File: config.mk
export PLATFORM = sky130hd
export DESIGN_NAME = motor_startup_sequencer
export DESIGN_NICKNAME = d
export VERILOG_FILES = /design/src/rtl/motor_startup_sequencer.sv
export SDC_FILE = /design/constraint.sdc
export NUM_CORES = 1
export LEC_CHECK = 0
export BUFFER_PORTS_ARGS = -buffer_cell sky130_fd_sc_hd__buf_2
export CELL_PAD_IN_SITES_DETAIL_PLACEMENT = 0
export CELL_PAD_IN_SITES_GLOBAL_PLACEMENT = 1
export CORE_MARGIN = 2
export CORE_UTILIZATION = 41
export DETAILED_ROUTE_END_ITERATION = 10
export GPL_ROUTABILITY_DRIVEN = 0
export PLACE_DENSITY = 0.89
export SLEW_MARGIN = 20
export SYNTH_ARGS = -nofsm -noshare
export SYNTH_HDL_FRONTEND = slang
export SYNTH_SLANG_ARGS = --single-unit
export TNS_END_PERCENT = 100
File: constraint.sdc
create_clock -name i_clk -period 4.5 [get_ports i_clk]
set_input_delay 0.9 -clock i_clk [delete_from_list [all_inputs] [get_ports i_clk]]
set_output_delay 0.9 -clock i_clk [all_outputs]
set_load 0.1 [all_outputs]
File: src/rtl/motor_startup_sequencer.sv
// Open-loop BLDC start-up sequencer (align -> ramp -> run, plus stop/brake); optional MOTOR_SEQ_STEP_COUNT_EN adds o_step_count.
// Latency: all outputs registered, one cycle after the sampled request or tick.
// Backpressure: none; requests are levels sampled every cycle (brake > stop > start).
module motor_startup_sequencer #(
    parameter int K_NSUBSTEPS = 10,
    parameter int K_PERIOD_W  = 16,
    parameter int K_ALIGN_W   = 20
) (
    input  logic                           i_clk,
    input  logic                           i_rst_n,
    input  logic                           i_start,
    input  logic                           i_stop,
    input  logic                           i_brake_req,
    input  logic [2:0]                     i_align_step,
    input  logic [K_ALIGN_W-1:0]           i_align_time,
    input  logic [K_PERIOD_W-1:0]          i_period_start,
    input  logic [K_PERIOD_W-1:0]          i_period_min,
    input  logic [K_PERIOD_W-1:0]          i_period_dec,
    input  logic [$clog2(K_NSUBSTEPS)-1:0] i_power_cfg,
    output logic [2:0]                     o_force_step_value,
    output logic                           o_force_step_trigger,
    output logic                           o_step_trigger,
    output logic                           o_brake,
    output logic [$clog2(K_NSUBSTEPS)-1:0] o_power,
    output logic [2:0]                     o_state,
`ifdef MOTOR_SEQ_STEP_COUNT_EN
    output logic [15:0]                    o_step_count,
`endif
    output logic                           o_running
);

    localparam int K_SW = $clog2(K_NSUBSTEPS);

    typedef enum logic [2:0] {
        S_IDLE  = 3'd0,
        S_ALIGN = 3'd1,
        S_RAMP  = 3'd2,
        S_RUN   = 3'd3,
        S_BRAKE = 3'd4
    } state_t;

    state_t                state, state_nxt;
    logic [K_ALIGN_W-1:0]  align_cnt, align_last_l;
    logic [K_PERIOD_W-1:0] pstart_l, pmin_l, pdec_l;
    logic [K_PERIOD_W-1:0] p_reg, tick;
    logic [K_SW-1:0]       sub_cnt;

    logic [2:0]            step_clamp;
    logic [K_PERIOD_W-1:0] min_eff, start_eff, p_next;
    logic [K_ALIGN_W-1:0]  align_last_in;
    logic [K_PERIOD_W:0]   p_diff;
    logic                  tick_end, sub_last, fire, boundary;

    assign o_state = state;

    // Configuration sanitised at latch time so the datapath never sees P=0 or start<min.
    assign step_clamp    = (i_align_step > 3'd5) ? 3'd5 : i_align_step;
    assign min_eff       = (i_period_min == '0) ? K_PERIOD_W'(1) : i_period_min;
    assign start_eff     = (i_period_start < min_eff) ? min_eff : i_period_start;
    assign align_last_in = (i_align_time == '0) ? '0 : i_align_time - K_ALIGN_W'(1);

    assign p_diff   = {1'b0, p_reg} - {1'b0, pdec_l};
    assign p_next   = (p_diff[K_PERIOD_W] || (p_diff[K_PERIOD_W-1:0] < pmin_l))
                      ? pmin_l : p_diff[K_PERIOD_W-1:0];
    assign tick_end = (tick == p_reg - K_PERIOD_W'(1));
    assign sub_last = (sub_cnt == K_SW'(K_NSUBSTEPS - 1));
    // A stop or brake in the decision cycle swallows the pending substep pulse.
    assign fire     = ((state == S_RAMP) || (state == S_RUN)) && tick_end
                      && !i_brake_req && !i_stop;
    assign boundary = fire && sub_last;

    always_comb begin
        state_nxt = state;
        if (i_brake_req) begin
            state_nxt = S_BRAKE;
        end else begin
            case (state)
                S_IDLE:  if (!i_stop && i_start) state_nxt = S_ALIGN;
                S_ALIGN: begin
                    if (i_stop)                          state_nxt = S_IDLE;
                    else if (align_cnt == align_last_l)  state_nxt = S_RAMP;
                end
                S_RAMP: begin
                    if (i_stop)                             state_nxt = S_IDLE;
                    else if (boundary && (p_reg == pmin_l)) state_nxt = S_RUN;
                end
                S_RUN:   if (i_stop) state_nxt = S_IDLE;
                S_BRAKE: state_nxt = S_IDLE;
                default: state_nxt = S_IDLE;
            endcase
        end
    end

    always_ff @(posedge i_clk or negedge i_rst_n) begin
        if (!i_rst_n) begin
            state                <= S_IDLE;
            o_force_step_value   <= '0;
            o_force_step_trigger <= 1'b0;
            o_step_trigger       <= 1'b0;
            o_brake              <= 1'b0;
            o_power              <= '0;
            o_running            <= 1'b0;
            align_cnt            <= '0;
            align_last_l         <= '0;
            pstart_l             <= '0;
            pmin_l               <= '0;
            pdec_l               <= '0;
            p_reg                <= '0;
            tick                 <= '0;
            sub_cnt              <= '0;
`ifdef MOTOR_SEQ_STEP_COUNT_EN
            o_step_count         <= '0;
`endif
        end else begin
            state                <= state_nxt;
            o_force_step_trigger <= (state == S_IDLE) && (state_nxt == S_ALIGN);
            o_step_trigger       <= fire;
            o_brake              <= (state_nxt == S_BRAKE);
            o_running            <= (state_nxt == S_RUN);
            o_power              <= ((state_nxt == S_ALIGN) || (state_nxt == S_RAMP) ||
                                     (state_nxt == S_RUN)) ? i_power_cfg : '0;

            if ((state == S_IDLE) && (state_nxt == S_ALIGN)) begin
                o_force_step_value <= step_clamp;
                align_last_l       <= align_last_in;
                pstart_l           <= start_eff;
                pmin_l             <= min_eff;
                pdec_l             <= i_period_dec;
            end else if (state_nxt != S_ALIGN) begin
                o_force_step_value <= '0;
            end

            align_cnt <= ((state == S_ALIGN) && (state_nxt == S_ALIGN))
                         ? align_cnt + K_ALIGN_W'(1) : '0;

            if ((state_nxt == S_RAMP) || (state_nxt == S_RUN)) begin
                if (state == S_ALIGN) begin
                    p_reg   <= pstart_l;
                    tick    <= '0;
                    sub_cnt <= '0;
                end else begin
                    tick <= tick_end ? '0 : tick + K_PERIOD_W'(1);
                    if (fire)
                        sub_cnt <= sub_last ? '0 : sub_cnt + K_SW'(1);
                    // Period only shrinks at whole-step boundaries; RUN keeps it fixed.
                    if (boundary && (state == S_RAMP))
                        p_reg <= p_next;
                end
            end else begin
                tick    <= '0;
                sub_cnt <= '0;
            end

`ifdef MOTOR_SEQ_STEP_COUNT_EN
            if (state_nxt == S_IDLE)
                o_step_count <= '0;
            else if (boundary && (o_step_count != 16'hFFFF))
                o_step_count <= o_step_count + 16'd1;
`endif
        end
    end

endmodule
* Word-level counts from Yosys, hierarchy flattened *
Index checks and enable logic that the tools add are counted.

operators by class
  reductions and logical operators = 22
  add/sub/neg operators = 6
  $lt $le $gt $ge = 3
  muxes and demuxes = 26
  equality and inequality tests = 13

operators by type and width
  operator                                            count
  two-way mux 16 bit                                  8
  two-way mux 20 bit                                  2
  == test 16 bit                                      2
  < comparator 16 bit                                 2
  two-way mux 3 bit                                   10
  adder 20 x 1 -> 20 bit, second input constant       1
  == test 20 bit                                      1
  logical NOT 20 bit                                  1
  two-way mux 4 bit                                   5
  subtractor 20 x 1 -> 20 bit, second input constant  1
  subtractor 16 x 16 -> 17 bit                        1
  adder 16 x 1 -> 16 bit, second input constant       1
  logical NOT 16 bit                                  1
  subtractor 16 x 1 -> 16 bit, second input constant  1
  == test 3 x 2 -> 1 bit, second input constant       4
  case mux 3 bit (4 select lines)                     1
  logical AND 1 bit                                   9
  == test 3 x 1 -> 1 bit, second input constant       2
  logical OR 1 bit                                    5
  adder 4 x 1 -> 4 bit, second input constant         1
  == test 4 bit, second input constant                1
  nonzero test 2 bit                                  2
  == test 3 bit, second input constant                1
  > comparator 3 bit, second input constant           1
  5 further kinds                                     6

storage, ports and cells
  word-level logic and storage cells = 85
  output and inout bits = 14
  input port bits = 80
  bits in registers = 138

* Logic depth before layout (Yosys ltp) *
Gate-level depths: netlist of the first run.

  depth after elaboration = 15
  mapped depth = 20
  mapped depth without buffers = 18

* Least setup slack after synthesis of the first run *
Ideal clock, no wire load.

  kind = reg2reg
  start point = register p_reg[0]
  end point = register p_reg[7]
  data arrival time = 4181 ps
  stages on the path, launching flop included = 20
  data required time = 4375 ps
  setup slack = 194 ps
  clock period less this slack = 4306 ps
  library setup time = 125 ps
  path buffers = 2
  path through = dfrtp_1 > clkbuf_1 > inv_1 > ha_1 > inv_1 > fa_1 > a211oi_1 > o21ai_0 > a41o_1 > o21ai_0 > xnor2_1 > ha_1 > nand2_1 > nor3b_1 > nand2_1 > o21ai_1 > and2_1 > clkbuf_1 > o221ai_1 > mux2_4

between the ends
  cells in the longest elaborated chain, start to end = 14
  elaborated cells on any way between the ends = 24
  those cells by class = add/sub: 2; order compare: 1; eq/ne: 4; mux: 7; reduce/logical: 10

RTL lines
  what                                  RTL line  RTL
  start: declaration                    45        logic [K_PERIOD_W-1:0] p_reg, tick;
  start signal: assignment              138       p_reg <= pstart_l;
  start signal: assignment              147       p_reg <= p_next;
  subtractor 16 x 1 -> 16 bit           65        assign tick_end = (tick == p_reg - K_PERIOD_W'(1));
  == test 16 bit                        65
  logical AND 1 bit                     68        assign fire = ((state == S_RAMP) || (state == S_RUN)) && tick_end
  logical AND 1 bit (2 in series)       69        && !i_brake_req && !i_stop;
  logical AND 1 bit                     70        assign boundary = fire && sub_last;
  logical AND 1 bit                     85        else if (boundary && (p_reg == pmin_l)) state_nxt = S_RUN;
  two-way mux 3 bit                     85
  two-way mux 3 bit                     84        if (i_stop) state_nxt = S_IDLE;
  case mux 3 bit (4 select lines)       77        case (state)
  two-way mux 3 bit                     74        if (i_brake_req) begin
  == test 3 x 2 -> 1 bit                136       if ((state_nxt == S_RAMP) || (state_nxt == S_RUN)) begin
  logical OR 1 bit                      136
  AND reduction 2 bit (no source line)  -

Parallel ways exist; a longest one is shown, timed or not. The select of a mux whose other input is x is not followed.
A chain may end at the register's enable or synchronous reset.

* Worst setup path after layout of the first run *
  start point = register p_reg[0]
  end point = register p_reg[11]

The elaborated chain is that of the path after synthesis.

==> results of run 1 <==
how the worst max path moves through the flow:
stage,slack (ns),endpoint,cells past startpoint
after floorplan,0.19,p_reg[7],19
after global placement,0.15,p_reg[10],18
after detailed placement,0.006,p_reg[13],18
after CTS,0.09,p_reg[11],18
after global routing,-0.04,p_reg[11],18
final,0.21,p_reg[11],18
logic make-up after synthesis:
| kind of cell | after synthesis |
|---|---|
| fa+ha+maj | 53 |
| compound gates | 189 |
| simple gates | 361 |
| flops | 138 |
| mux | 38 |
| xor+xnor | 114 |
| buf+inv | 109 |
critical path, delay by kind of cell (launching register included):
| family | cells | cell delay (ns) |
|---|---|---|
| AO/OA/AOI/OAI | 6 | 1.44 |
| adder cells (fa/ha/maj) | 3 | 0.88 |
| AND/OR/NAND/NOR | 4 | 0.58 |
| flip-flops | 1 | 0.44 |
| multiplexers | 1 | 0.33 |
| buffers and inverters | 3 | 0.31 |
| XOR/XNOR | 1 | 0.16 |
metrics by stage:
| stage | hold WS [ns] | setup TNS (ns) | cell area, µm² |
|---|---|---|---|
| after floorplan | 0.445 | 0 | 8880 |
| after global placement | 0.464 | 0 | 9690 |
| after detailed placement | 0.470 | 0 | 9690 |
| after CTS | 0.484 | 0 | 10300 |
| after global routing | 0.504 | -0.146 | 10400 |
| final | 0.481 | 0 | 10400 |
placed cells by master, fill, tap and decap left out, types with 4 or more instances in the layout:
| cell | instances |
|---|---|
| clkbuf_16 | 17 |
| or3_1 | 5 |
| nor3_1 | 26 |
| xnor2_1 | 74 |
| a21o_1 | 6 |
| o21a_1 | 5 |
| nor4_1 | 17 |
| a21oi_1 | 25 |
| mux2_4 | 10 |
| inv_6 | 4 |
| o31ai_1 | 5 |
| inv_1 | 67 |
| nand3_1 | 37 |
| and3_1 | 12 |
| mux2i_1 | 22 |
| nor2_1 | 78 |
| ha_1 | 52 |
| and2_1 | 9 |
| nor2b_1 | 5 |
| or2_2 | 4 |
| a31oi_1 | 5 |
| or4_1 | 6 |
| buf_2 | 92 |
| xor2_1 | 40 |
| nand2_1 | 126 |
| nor3b_1 | 4 |
| mux2_2 | 6 |
| nand4_1 | 17 |
| dfrtp_1 | 138 |
| o311ai_0 | 8 |
| o21ai_0 | 95 |
| o211ai_1 | 4 |
| buf_4 | 21 |
| bufinv_16 | 4 |
power by group through the flow:
stage	Clock, mW	Sequential, mW	Combinational [mW]
floorplan	0	1.47	0.534
global placement	0	1.48	0.764
detailed placement	0	1.48	0.778
CTS	1.54	1.46	0.786
global route	1.60	1.48	0.907
finish	1.52	1.46	0.798
synthesized netlist by cell type, types with 6 or more instances:
cell type and instances:
a21o_1 6, a21oi_1 25, and2_1 10, and3_1 12
clkbuf_1 33, dfrtp_1 138, ha_1 52, inv_1 68
mux2_2 6, mux2_4 10, mux2i_1 22, nand2_1 126
nand3_1 37, nand4_1 17, nor2_1 78, nor3_1 26
nor4_1 17, o21ai_0 95, o311ai_0 8, or3_1 6
or4_1 6, xnor2_1 74, xor2_1 40
area by class of cell:
class,instances,area [µm²],area share
Timing Repair Buffer,114,629,0.0608
Multi-Input combinational cell,755,5030,0.486
Inverter,68,255,0.0247
Sequential cell,138,3450,0.334
Clock buffer,20,457,0.0441
Clock inverter,12,185,0.0179
Tap cell,275,344,0.0332
layer usage:
layer  vias to the layer above  global-route usage
met5                         -                   0
met4                         0              0.0519
met3                        25              0.0380
met2                       209               0.310
met1                      3518               0.294
li1                       3670                   -
what timing repair did:
item | 4_1_cts | 5_1_grt
resized for setup | 1 | 4
hold endpoints to repair | 0 | 0
hold buffers | 0 | 0
endpoints found under the setup margin | 5 | 16
==> results_dict.tcl, run 1 <==
set metrics [dict create \
    outcome "complete, no violations" \
    seqPwrFrac 0.387 \
    fin_crit_ns 4.29 \
    synth_flop_cell "dfrtp_1" \
    fin_nets 1227 \
    synth_seq_cells 138 \
    path_class "reg2reg" \
    rows 53 \
    cp_max_fo 6 \
    clk_pin_slew_worst_paths_ns 0.06 \
    dp_slack_ns 0.00579 \
    portBuffers 93 \
    setup_slack_ns 0.215 \
    cp-start-kind "flop" \
    rsz0062_at_grt "true" \
    grt_max_degree 98 \
    power_switching_share 0.294 \
    numCtsBuffers 17 \
    synth_edf_count 0 \
    synth_mux_area_frac 0.0493 \
    routedWlPerCell_um 16.2 \
    synthAdderAreaFrac 0.0755 \
    combPwrFrac 0.211 \
    grt_usage 0.202 \
    grt_pass1_wl_um 36500 \
    async_flop_share 1.00 \
    required_ns 4.80 \
    fillers 1989 \
    wl_met1_um 10900 \
    fin_cells 1382 \
    grt_pass1_vias 7225 \
    grt_overflow 0 \
    avgSynthCellArea_um2 8.87 \
    top_regs "align_cnt: 20 flops, align_last_l: 20 flops" \
    ys_warn_count 0 \
    synth_top_area_cell "dfrtp_1" \
    min-delay-start "pstart_l[7]" \
    antenna_found_initial 0 \
    root_buffer "clkbuf_16" \
    dr.max_layer_used "met4" \
    drive_gt1_frac 0.161 \
    ir_drop_v 0.000280 \
    holdCritPathClass "reg2reg" \
    drc 0 \
    reg2reg_depth 18 \
    cts.sinks 138 \
    firstDrtPassIters 5 \
    drt_wl_total_um 22300 \
    hold_violations 0 \
    max_stage_delay_ns 0.44 \
    area_growth_pct 16.5 \
    dpl.hpwl_um 16900 \
    wl_met3_um 1160 \
    htreeDepth 4 \
    syn_nets 1135 \
    synth_cell_types 64 \
    final_core_util 0.489 \
    arrival_ns 4.58 \
    vias_per_cell 5.37 \
    drv_cap 0 \
    fin_worst_skew_ns 0.0243 \
    power.switching_mw 1.11 \
    placedCellCount 1350 \
    cts_tree "done" \
    diodes 0 \
    worstSkewPairLatency_ns 0.43 \
    yosys.area_share.simple 0.193 \
    drtIter0Drc 509 \
    vias 7422 \
    crit_path_top_delay_cell "dfrtp_1" \
    start_util 0.420 \
    syn_inst 1002 \
    rrSetupSlack_ns 0.21 \
    intPower_mw 2.67 \
    clock_path_buffers 2 \
    synthXorXnorAreaFrac 0.112 \
    synth_top_family_by_area "simple AND/OR/NAND/NOR gates" \
    io_pins 94 \
    p_leak_nw 4.74 \
    powerDensity_nw_per_um2 365 \
    synth.area.top_cells "dfrtp_1 (39%), ha_1 (7.3%), xnor2_1 (7.3%)" \
    setup_viol 0 \
    cts_setup_buffers 0 \
    ant_nets 0 \
    die_area_um2 22900 \
    r2r-end "p_reg[11]" \
    fin_crit_sh 0.952 \
    fmax_mhz 233 \
    clock_power_share 0.402 \
    synth_area_um2 8880 \
    dieHeight_um 151 \
    slew_violations 0 \
    p_total_mw 3.78 \
    worst_hold_path.num_cells 2 \
    yosys.area.top_type_share 0.389 \
    worstPathCellList "inv_1 -> ha_1 -> inv_1 -> fa_1 -> a211oi_2 -> o21ai_0 -> a41o_1 -> o41ai_2 -> xnor2_1 -> ha_1 -> nand2_1 -> nor3b_1 -> nand2_1 -> o21ai_2 -> and2_1 -> buf_4 -> o311ai_0 -> mux2_4" \
    coreArea_um2 21200 \
    maxSlewHeadroom 0.287 \
    synth_compound_area_frac 0.133 \
    yosysSeqAreaShare 0.389 \
    worstMarginPinSlew_ns 1.07 \
    end_kind "flop" \
    r2r_start "p_reg[0]" \
    die_w_um 151 \
    dr_wl_met2_um 9940 \
    startpoint "p_reg[0]" \
    hold_path_end "pstart_l[7]" \
]
Note: power is estimated with default switching activity, not from simulation.
==> run 2, diff against run 1 <==
- BUFFER_PORTS_ARGS: -buffer_cell sky130_fd_sc_hd__buf_2 -> -buffer_cell sky130_fd_sc_hd__buf_4
==> run 2 against run 1 <==
Final cell count up 0.36%; routed wire length up 1.2%; total power down 0.69%; core utilization up 1.2 points; hold slack worse by 0.00065 ns; clock-buffer cell count down 1; combinational power up 5.1%; global-route usage up 0.31 points; clock skew down 0.010 ns; worst setup slack better by 0.048 ns; sequential cell count unchanged; critical path type unchanged; largest cell class unchanged; highest routed layer unchanged.
==> results_dict.tcl, run 2 (same netlist as run 1, synthesis figures left out) <==
set metrics [dict create \
    placed_area_um2 9970 \
    dieHeight_um 151 \
    rows 53 \
    drive_gt1_frac 0.165 \
    grt_overflow 0 \
    hold_buffers 0 \
    final_cell_mix "dfrtp_1 (138), nand2_1 (126), buf_4 (117)" \
    hold_violations 0 \
    endpoint "p_reg[10]" \
    clock_path_buffers 2 \
    routedWlPerCell_um 16.3 \
    dpl.hpwl_um 17000 \
    fin_worst_skew_ns 0.0141 \
    slew_violations 0 \
    grt_usage 0.205 \
    grtUsageMet1 0.298 \
    drv_cap 0 \
    root_buffer "clkbuf_16" \
    end_kind "flop" \
    clock_power_share 0.387 \
    rsz0062_at_grt "false" \
    required_ns 4.81 \
    maxSlewHeadroom 0.293 \
    fin_area_um2 10600 \
    grt_max_degree 102 \
    worstSkewPairLatency_ns 0.43 \
    cp_max_fo 9 \
    power_switching_share 0.300 \
    numCtsBuffers 17 \
    multiInputGateArea_um2 5030 \
    io_pins 94 \
    combPwrFrac 0.223 \
    path_class "reg2reg" \
    grt_pass1_vias 7145 \
    final-seq-area_um2 3450 \
    powerDensity_nw_per_um2 354 \
    setup_slack_ns 0.263 \
    drc 0 \
    dp_slack_ns 0.129 \
    use_met2 0.312 \
    whs_ns 0.481 \
    worstMarginPinSlew_ns 1.06 \
    fin_crit_sh 0.941 \
    cts.sinks 138 \
    coreArea_um2 21200 \
    die_w_um 151 \
    start_util 0.420 \
    arrival_ns 4.54 \
    fin_setup_tns_ns 0 \
    ant_nets 0 \
    htreeDepth 4 \
    intPower_mw 2.63 \
    fin_nets 1232 \
    reg2reg_depth 19 \
    fillers 1911 \
    antenna_found_initial 0 \
    power.switching_mw 1.13 \
    top_regs "align_cnt: 20 flops, align_last_l: 20 flops" \
    outcome "complete, no violations" \
    fmax_mhz 236 \
    vias 7413 \
    firstDrtPassIters 5 \
    seqPwrFrac 0.390 \
    r2r-end "p_reg[10]" \
    diodes 0 \
    holdCritPathClass "reg2reg" \
    grt_pass1_wl_um 37000 \
    cts_setup_buffers 0 \
    die_area_um2 22900 \
    final_common_cell "dfrtp_1" \
    grt-busiest-layer "met2" \
    clk_pin_slew_worst_paths_ns 0.06 \
    drt_wl_total_um 22600 \
    met3_usage 0.0437 \
    startpoint "p_reg[0]" \
    ir_drop_v 0.000275 \
    cts_tree "done" \
    r2r_start "p_reg[0]" \
    vias_per_cell 5.34 \
    rrSetupSlack_ns 0.26 \
    cp-start-kind "flop" \
    setup_viol 0 \
    area_growth_pct 19.3 \
    drtIter0Drc 571 \
    fin_crit_ns 4.24 \
    p_leak_nw 4.82 \
    portBuffers 93 \
]
==> run 2: cell count changes in the layout (fill, tap and decap cells not counted), moves of 2 or more <==
cell / before / now
buf_4: 21 / 117
clkinv_2: 1 / 3
buf_2: 92 / 0
clkinv_4: 2 / 0
==> run 2: power groups by stage <==
stage               Sequential (mW)  Clock [mW]  Combinational (mW)
CTS                            1.46        1.47               0.829
global placement               1.48           0               0.805
finish                         1.46        1.45               0.839
floorplan                      1.47           0               0.534
global route                   1.48        1.52               0.953
detailed placement             1.48           0               0.819
==> run 2: through the flow <==
| step | total power [mW] | utilization | instances |
|---|---|---|---|
| 2_1_floorplan | 2.00 | - | 1002 |
| 3_3_place_gp | 2.28 | 0.471 | 1355 |
| 3_5_place_dp | 2.30 | 0.471 | 1355 |
| 4_1_cts | 3.76 | 0.500 | 1387 |
| 5_1_grt | 3.95 | 0.501 | 1387 |
| 6_report | 3.76 | 0.501 | 1387 |
==> run 2: what timing repair did <==
item                                    CTS  global route
endpoints found under the setup margin    0            15
gates resized for setup                   0             5
endpoints found under the hold margin     0             0
==> run 2: worst min-delay path by stage <==
stage	startpoint	endpoint	slack, ns	cells after the start
floorplan	pstart_l[5]	pstart_l[5]	0.44	2
finish	pstart_l[8]	pstart_l[8]	0.48	2
detailed placement	pstart_l[0]	pstart_l[0]	0.47	2
global route	pstart_l[8]	pstart_l[8]	0.51	2
global placement	pstart_l[4]	pstart_l[4]	0.46	2
CTS	pstart_l[0]	pstart_l[0]	0.49	2
==> run 2: area by class of cell <==
type,count,share of cell area
timing repair buffer,119,0.0858
clock buffer,19,0.0418
multi-input combinational,755,0.475
clock inverter,13,0.0155
inverter,68,0.0241
tap,275,0.0325
sequential,138,0.326
==> run 2: metal layers <==
metal,vias to the layer above,part of all wire
met3,24,0.055
met2,217,0.44
li1,3675,-
met1,3497,0.48
met4,0,0.015
met5,-,0
==> run 2: worst max-delay path, cell delays in order (launching register included) <==
cell and delay, ns:
dfrtp_1 0.37, inv_1 0.08, ha_1 0.16, inv_1 0.05, fa_1 0.43, a211oi_2 0.28
o21ai_0 0.16, a41o_1 0.29, nor2_1 0.13, xnor2_1 0.19, ha_1 0.31, a21o_1 0.16
a21o_1 0.17, a22oi_1 0.16, o21ai_2 0.12, and2_1 0.25, buf_12 0.17, a32oi_1 0.24
o31ai_1 0.11, mux2_4 0.29
